$ cat src/rtl/qif_neuron_scheduler.sv
// Time-multiplexed quadratic integrate-and-fire scheduler: one shared update datapath
// sweeps N_NEURONS membrane potentials per tick and emits spike events on valid/ready.
module qif_neuron_scheduler #(
    parameter int unsigned N_NEURONS = 4,
    parameter int unsigned IDX_W     = 2,
    parameter int          V_RESET   = -20,
    parameter int          V_TH      = 50
) (
    input  logic             clk,
    input  logic             reset,
    input  logic             tick,
    output logic [IDX_W-1:0] cur_idx,
    input  logic [7:0]       cur_in,
    output logic             busy,
    output logic             sweep_done,
    output logic             spike_valid,
    output logic [IDX_W-1:0] spike_idx,
    input  logic             spike_ready,
    input  logic [IDX_W-1:0] rd_idx,
    output logic [7:0]       rd_v,
    output logic             overrun,
    input  logic             overrun_clr
);

    localparam int unsigned V_W = 8;
    localparam int unsigned S_W = 11;
    localparam logic signed [V_W-1:0] V_RST = V_W'(V_RESET);
    localparam logic signed [V_W-1:0] V_THS = V_W'(V_TH);
    localparam logic signed [S_W-1:0] S_MAX = S_W'(127);
    localparam logic signed [S_W-1:0] S_MIN = S_W'(-128);

    typedef enum logic {
        IDLE = 1'b0,
        RUN  = 1'b1
    } state_t;

    state_t                 state_q;
    logic [IDX_W-1:0]       cur_idx_q;
    logic                   sweep_done_q;
    logic                   spike_valid_q;
    logic [IDX_W-1:0]       spike_idx_q;
    logic [V_W-1:0]         rd_v_q;
    logic                   overrun_q;
    logic signed [V_W-1:0]  vmem_q [N_NEURONS];

    logic signed [V_W-1:0]  v_k_c;
    logic signed [S_W-1:0]  v_ext_c;
    logic signed [S_W-1:0]  q_c;
    logic signed [S_W-1:0]  sq_c;
    logic signed [S_W-1:0]  i4_c;
    logic signed [S_W-1:0]  sum_c;
    logic signed [V_W-1:0]  v_upd_c;
    logic signed [V_W-1:0]  v_next_c;
    logic                   fire_c;
    logic                   stall_c;
    logic                   commit_c;
    logic                   last_c;

    // QIF update for the neuron under the sweep pointer; threshold is tested on the stored V
    always_comb begin
        v_k_c   = vmem_q[cur_idx_q];
        fire_c  = (v_k_c >= V_THS);
        v_ext_c = S_W'(v_k_c);
        q_c     = v_ext_c / S_W'(8);
        sq_c    = q_c * q_c;
        i4_c    = S_W'($signed(cur_in)) / S_W'(4);
        sum_c   = v_ext_c + sq_c + i4_c;
        v_upd_c = V_W'(sum_c);
        if (sum_c > S_MAX) begin
            v_upd_c = V_W'(S_MAX);
        end else if (sum_c < S_MIN) begin
            v_upd_c = V_W'(S_MIN);
        end
        v_next_c = fire_c ? V_RST : v_upd_c;
        stall_c  = fire_c && spike_valid_q && !spike_ready;
        commit_c = (state_q == RUN) && !stall_c;
        last_c   = (cur_idx_q == IDX_W'(N_NEURONS - 1));
    end

    always_ff @(posedge clk) begin
        if (reset) begin
            state_q       <= IDLE;
            cur_idx_q     <= '0;
            sweep_done_q  <= 1'b0;
            spike_valid_q <= 1'b0;
            spike_idx_q   <= '0;
            rd_v_q        <= '0;
            overrun_q     <= 1'b0;
            for (int i = 0; i < int'(N_NEURONS); i++) begin
                vmem_q[i] <= V_RST;
            end
        end else begin
            sweep_done_q <= 1'b0;
            rd_v_q       <= vmem_q[rd_idx];

            if (tick && (state_q == RUN)) begin
                overrun_q <= 1'b1;
            end else if (overrun_clr) begin
                overrun_q <= 1'b0;
            end

            // a new spike replaces a handshaking one without a bubble
            if (commit_c && fire_c) begin
                spike_valid_q <= 1'b1;
                spike_idx_q   <= cur_idx_q;
            end else if (spike_valid_q && spike_ready) begin
                spike_valid_q <= 1'b0;
            end

            case (state_q)
                IDLE: begin
                    if (tick) begin
                        state_q   <= RUN;
                        cur_idx_q <= '0;
                    end
                end
                RUN: begin
                    if (commit_c) begin
                        vmem_q[cur_idx_q] <= v_next_c;
                        if (last_c) begin
                            state_q      <= IDLE;
                            sweep_done_q <= 1'b1;
                            cur_idx_q    <= '0;
                        end else begin
                            cur_idx_q <= cur_idx_q + IDX_W'(1);
                        end
                    end
                end
                default: state_q <= IDLE;
            endcase
        end
    end

    assign cur_idx     = cur_idx_q;
    assign busy        = (state_q == RUN);
    assign sweep_done  = sweep_done_q;
    assign spike_valid = spike_valid_q;
    assign spike_idx   = spike_idx_q;
    assign rd_v        = rd_v_q;
    assign overrun     = overrun_q;

endmodule

$ cat config.mk
export PLATFORM = sky130hd
export DESIGN_NAME = qif_neuron_scheduler
export DESIGN_NICKNAME = d
export VERILOG_FILES = /design/src/rtl/qif_neuron_scheduler.sv
export SDC_FILE = /design/constraint.sdc
export NUM_CORES = 1
export LEC_CHECK = 0
export BUFFER_PORTS_ARGS = -buffer_cell sky130_fd_sc_hd__buf_2
export CORE_MARGIN = 5
export CORE_UTILIZATION = 30
export DETAILED_ROUTE_END_ITERATION = 7
export GPL_TIMING_DRIVEN = 0
export PLACE_DENSITY_LB_ADDON = 0.1
export SLEW_MARGIN = 10
export SYNTH_ARGS = -nofsm -noshare
export SYNTH_HDL_FRONTEND = slang
export SYNTH_SLANG_ARGS = --single-unit
$ cat constraint.sdc
create_clock -name clk -period 7.7 [get_ports clk]
set_input_delay 0.385 -clock clk [delete_from_list [all_inputs] [get_ports clk]]
set_output_delay 0.385 -clock clk [all_outputs]
set_load 0.02 [all_outputs]
### Word level (Yosys, flattened, before mapping)

Memories as Yosys holds them, arrays and structs flattened. A register that Yosys moved wholly into a read port is not among the register bits.
Cells that the tools add are included.

* register bits: 8
* bits in writable memories: 32
* memories kept: 1

Memory list
* vmem_q: depth 4, width 8, rd ports 2, clocked after memory_dff 2, wr ports 4, RTL line 44 `logic signed [V_W-1:0] vmem_q [N_NEURONS];`

* $add $sub $neg: 5
* $mul: 1
* order comparisons: 3
* equal/unequal tests: 3
* muxes and demuxes: 27
* bitwise gates (word level): 4
* reduce and logical (&&, ||, !) cells: 15

Operators by type and width (count)
* $mux W8: 4
* $add A11 B1 Y11: 2
* $mux W1: 15
* $mux W2: 6
* $add A11 B11 Y11: 1
* $add A8 B11 Y11: 1
* $gt A11 B8 Y1 const B: 1
* $lt A11 B8 Y1 const B: 1
* $mul A11 B11 Y11: 1
* $ge A8 B7 Y1 const B: 1
* $reduce_or A8 Y1: 1
* $logic_and A1 B1 Y1: 6
* $reduce_or A3 Y1: 2
* $pmux W2 S2: 1
* $reduce_bool A2 Y1: 2
* $add A2 B1 Y2 const B: 1
* $and A1 B1 Y1: 2
* $eq A2 B2 Y1 const B: 1
* $logic_not A1 Y1: 2
* $ne A2 B1 Y1 const B: 1
* $ne A2 B2 Y1 const B: 1
* $not A1 Y1: 2
* $pmux W1 S2: 1
* $reduce_and A2 Y1: 1
* $reduce_or A2 Y1: 1

### Logic depth before layout (Yosys ltp)

* word-level depth: 11
* gate-level depth with buffers: 27
* gate-level depth less buffers: 25

### Worst setup path before layout

No wires, ideal clock.

* path kind: register to register
* start: register (tool-made name)
* end: memory vmem_q[2][6], data pin
* setup time: 0.289 ns
* arrival time: 6.910 ns
* required time: 7.411 ns
* path slack: 0.501 ns
* stages on the path, launching flop included: 28
* buffers on the path: 2
* cell sequence: dfxtp_1 > buf_6 > mux4_2 > inv_1 > nor2_1 > ha_1 > ha_1 > nand3_1 > ha_1 > inv_1 > nor2_1 > o22ai_1 > o31ai_1 > a32o_1 > fa_1 > inv_1 > fa_1 > inv_1 > fa_1 > fa_1 > ha_1 > ha_1 > or3_1 > o32ai_1 > xnor3_2 > a21oi_4 > buf_6 > o211ai_1

RTL lines (RTL line)
* to (decl): 44

==> out/summary.json <==
{
  "detailed_routing": {
    "wire_per_inst_microns": 17.45,
    "initialDrtViolationCount": 97,
    "drt_wl_total_microns": 11310,
    "viasPerCell": 4.841,
    "detail_route.drc_violations": 0,
    "routed-via-count": 3137,
    "postRouteAntennaNets": 0,
    "drt_pass1_iterations": 4
  },
  "die": {
    "fp.dieArea_sq_um": 17720,
    "die_extent_in_x_microns": 133.1,
    "top_level_ports": 31,
    "floorplan.initialDensity_pct": 30.25,
    "die_height_microns": 133.1,
    "placementRows": 45,
    "core_area_sq_um": 15030
  },
  "worst_setup_path": {
    "timing.critical_path.fanout_max": 8,
    "worstPathRequired_ns": 7.68,
    "cpMaxStageDelayCell": "mux4_2",
    "critPathArrivalTime_ns": 7.32,
    "timing.critical_path.slowest_cell_delay_ns": 0.57,
    "regToRegSetupSlack_ns": 0.36,
    "worstSetupEndpointType": "flop",
    "cp-start-kind": "flop",
    "reg2reg_depth": 27,
    "endpoint_of_the_worst_slack_reg_to_reg_timing_path": "vmem_q[2][6]",
    "timing_worst_setup_path_type": "flop to flop",
    "cp_common_cell": "fa_1"
  },
  "synthesis": {
    "async_flop_share_pct": 0,
    "ys_dominant_reg_cell": "edfxtp_1",
    "synth.avg_cell_area_sq_um": 10.98,
    "syn_nets": 512,
    "synth_seq_area_share_pct": 29.06,
    "syn_area_sq_um": 4547,
    "post_synthesis_cells": 414,
    "ys_seq_elements": 50,
    "synthesis.yosys.warnings": 0,
    "synth.lib_cells_used.distinct": 48,
    "number_of_enable_flip_flop_cells_after_synthesis": 32
  },
  "finish": {
    "insertedDiodeCount": 0,
    "syn_to_final_growth_pct": 16.32,
    "final_layout_size_suffix_gt1_share_pct": 20.43,
    "final_nets": 557,
    "final_design_area_no_fill_sq_um": 5289
  },
  "global_route": {
    "antenna_found_initial": 0,
    "grtUsageTotal_pct": 13.13,
    "grt_pass1_vias": 3222,
    "largest_net_degree_at_the_start_of_global_routing": 17,
    "overflow_left_after_global_routing": 0,
    "grt_pass1_wl_microns": 18150
  },
  "placed_design": {
    "dpl_cell_area_sq_um": 4950,
    "gp_routability_congestion": 0.7575,
    "port_buffers": 27,
    "detailed_place_hpwl_microns": 9287
  },
  "clock_network": {
    "ctsRootBufferMaster": "clkbuf_16",
    "ctsLongestPathBuffers": 2,
    "cts_buffers": 5,
    "clock_latency_ns": 0.29,
    "cts_htree_levels": 2,
    "cts-hold-fix-buffers": 0,
    "clk_transition_reported_paths_ns": 0.07,
    "clock_tree_from_tritoncts": "done",
    "cts.sink_count": 50
  },
  "sta": {
    "rsz_0062_raised_after_global_routing": "false",
    "setup_violations": 0,
    "fmaxAchievable_mhz": 136.3,
    "timing_max_transition_violations_final": 0,
    "clock_skew_ns": 0.01086,
    "slew-limit-headroom_pct": 25.69,
    "final_period_minus_worst_setup_slack_ns": 7.339,
    "tightestPinTransition_ns": 1.106,
    "whs_ns": 0.3647,
    "report.final.hold_viol_count": 0,
    "min_period_over_period_pct": 95.31
  },
  "min_path": {
    "hp-start": "tick",
    "number_of_stages_on_the_worst_hold_path": 3,
    "whs_endpoint": "overrun",
    "class_of_the_most_critical_hold_timing_path": "input pin to flop"
  },
  "job": {
    "cap_violations": 0
  },
  "status": {
    "result_of_the_run": "finished clean"
  }
}
## Yosys cell counts (all sizes together) (6+ instances only)
cell    count  area (sq um)
a21oi       7         50.05
a22oi       8         60.06
and2       16         100.1
clkbuf      8         31.28
dfxtp      18         360.4
edfxtp     32         960.9
fa         41         820.8
ha         42         525.5
inv        66         247.7
mux4       16         360.4
nand2      33         123.9
nor2       27         101.4
nor3        6         30.03
o21ai       7         38.79
o22ai      13         81.33
xnor2      10         87.58
## what timing repair did
action                     CTS  global route
cloned                       0             1
buffers inserted             3             4
pin swaps                    2             1
setup endpoints to repair   32            28
resized for setup            6            17
## cell usage in the layout, fill, tap and decap left out, types with 3 or more instances in the layout
cell type / n
a21oi_1: 5
a22oi_1: 8
and2_1: 16
buf_2: 27
buf_4: 11
buf_6: 4
clkbuf_1: 7
clkbuf_16: 6
dfxtp_1: 18
edfxtp_1: 32
fa_1: 41
ha_1: 39
inv_1: 62
inv_2: 3
mux2i_1: 4
mux4_2: 16
nand2_1: 33
nand2b_1: 3
nand3_1: 4
nor2_1: 27
nor2b_1: 3
nor3_1: 4
o211ai_1: 4
o21ai_0: 4
o22ai_1: 13
or2_2: 3
or3_1: 4
xnor2_1: 9
xor2_1: 4
## cell type report
class | count | area [sq um]
clock inverter | 2 | 12.51
timing repair buffer | 38 | 221.5
inverter | 66 | 251.5
sequential | 50 | 1321
clock buffer | 6 | 150.1
tap | 188 | 235.2
buffer | 13 | 87.58
multi-input combinational | 285 | 3009
fill | 1548 | 9744
## sequential cells by signal, summed over array words and instances (netlist names), named ones only
signal	flops
overrun	1
spike_valid	1
cur_idx	2
rd_v	8
vmem_q	32
sweep_done	1
busy	1
spike_idx	2
## per-stage QoR
stage / setup TNS, ns / setup slack, ns / std cells / utilization (%)
after detailed placement: -18.46 / -0.6873 / 632 / 32.93
after CTS: 0 / 0.02530 / 643 / 34.37
final: 0 / 0.3609 / 648 / 35.18
after floorplan: 0 / 0.5010 / 414 / -
after global routing: 0 / 0.02146 / 648 / 35.18
after global placement: -16.02 / -0.6228 / 629 / 32.71
## metal layers
layer | global-route usage (%) | part of all wire, %
met1 | 17.12 | 44
met2 | 23.81 | 53
met5 | 0 | 0
met4 | 2.229 | 0.79
met3 | 1.511 | 2.0
## kinds of logic (layout without fill, tap and decap cells)
family / count (synthesis) / count (layout) / synth area share [%]
compound gates: 57 / 57 / 9.329
xor+xnor: 18 / 18 / 4.403
fa+ha+maj: 83 / 83 / 29.61
buf+inv: 79 / 125 / 7.210
flops: 50 / 50 / 29.06
mux: 22 / 22 / 9.301
simple gates: 105 / 105 / 11.09
## worst max-delay path: cells and delay by family (launching register included)
| kind | cells | cell delay (ns) |
|---|---|---|
| fa+ha+maj | 9 | 3.23 |
| compound gates | 6 | 1.10 |
| simple gates | 5 | 0.83 |
| mux | 1 | 0.57 |
| buf+inv | 5 | 0.55 |
| xor+xnor | 1 | 0.40 |
| flops | 1 | 0.34 |
## worst max-delay path by stage
stage | to | cells after the start
detailed placement | vmem_q[0][6] | 24
floorplan | vmem_q[2][6] | 27
CTS | vmem_q[0][6] | 27
global placement | vmem_q[0][6] | 24
finish | vmem_q[2][6] | 27
global route | vmem_q[0][6] | 27
Power is left out: the tool's default activity adds up to more than one toggle a clock period on the data nets, which glitch-free logic cannot reach.
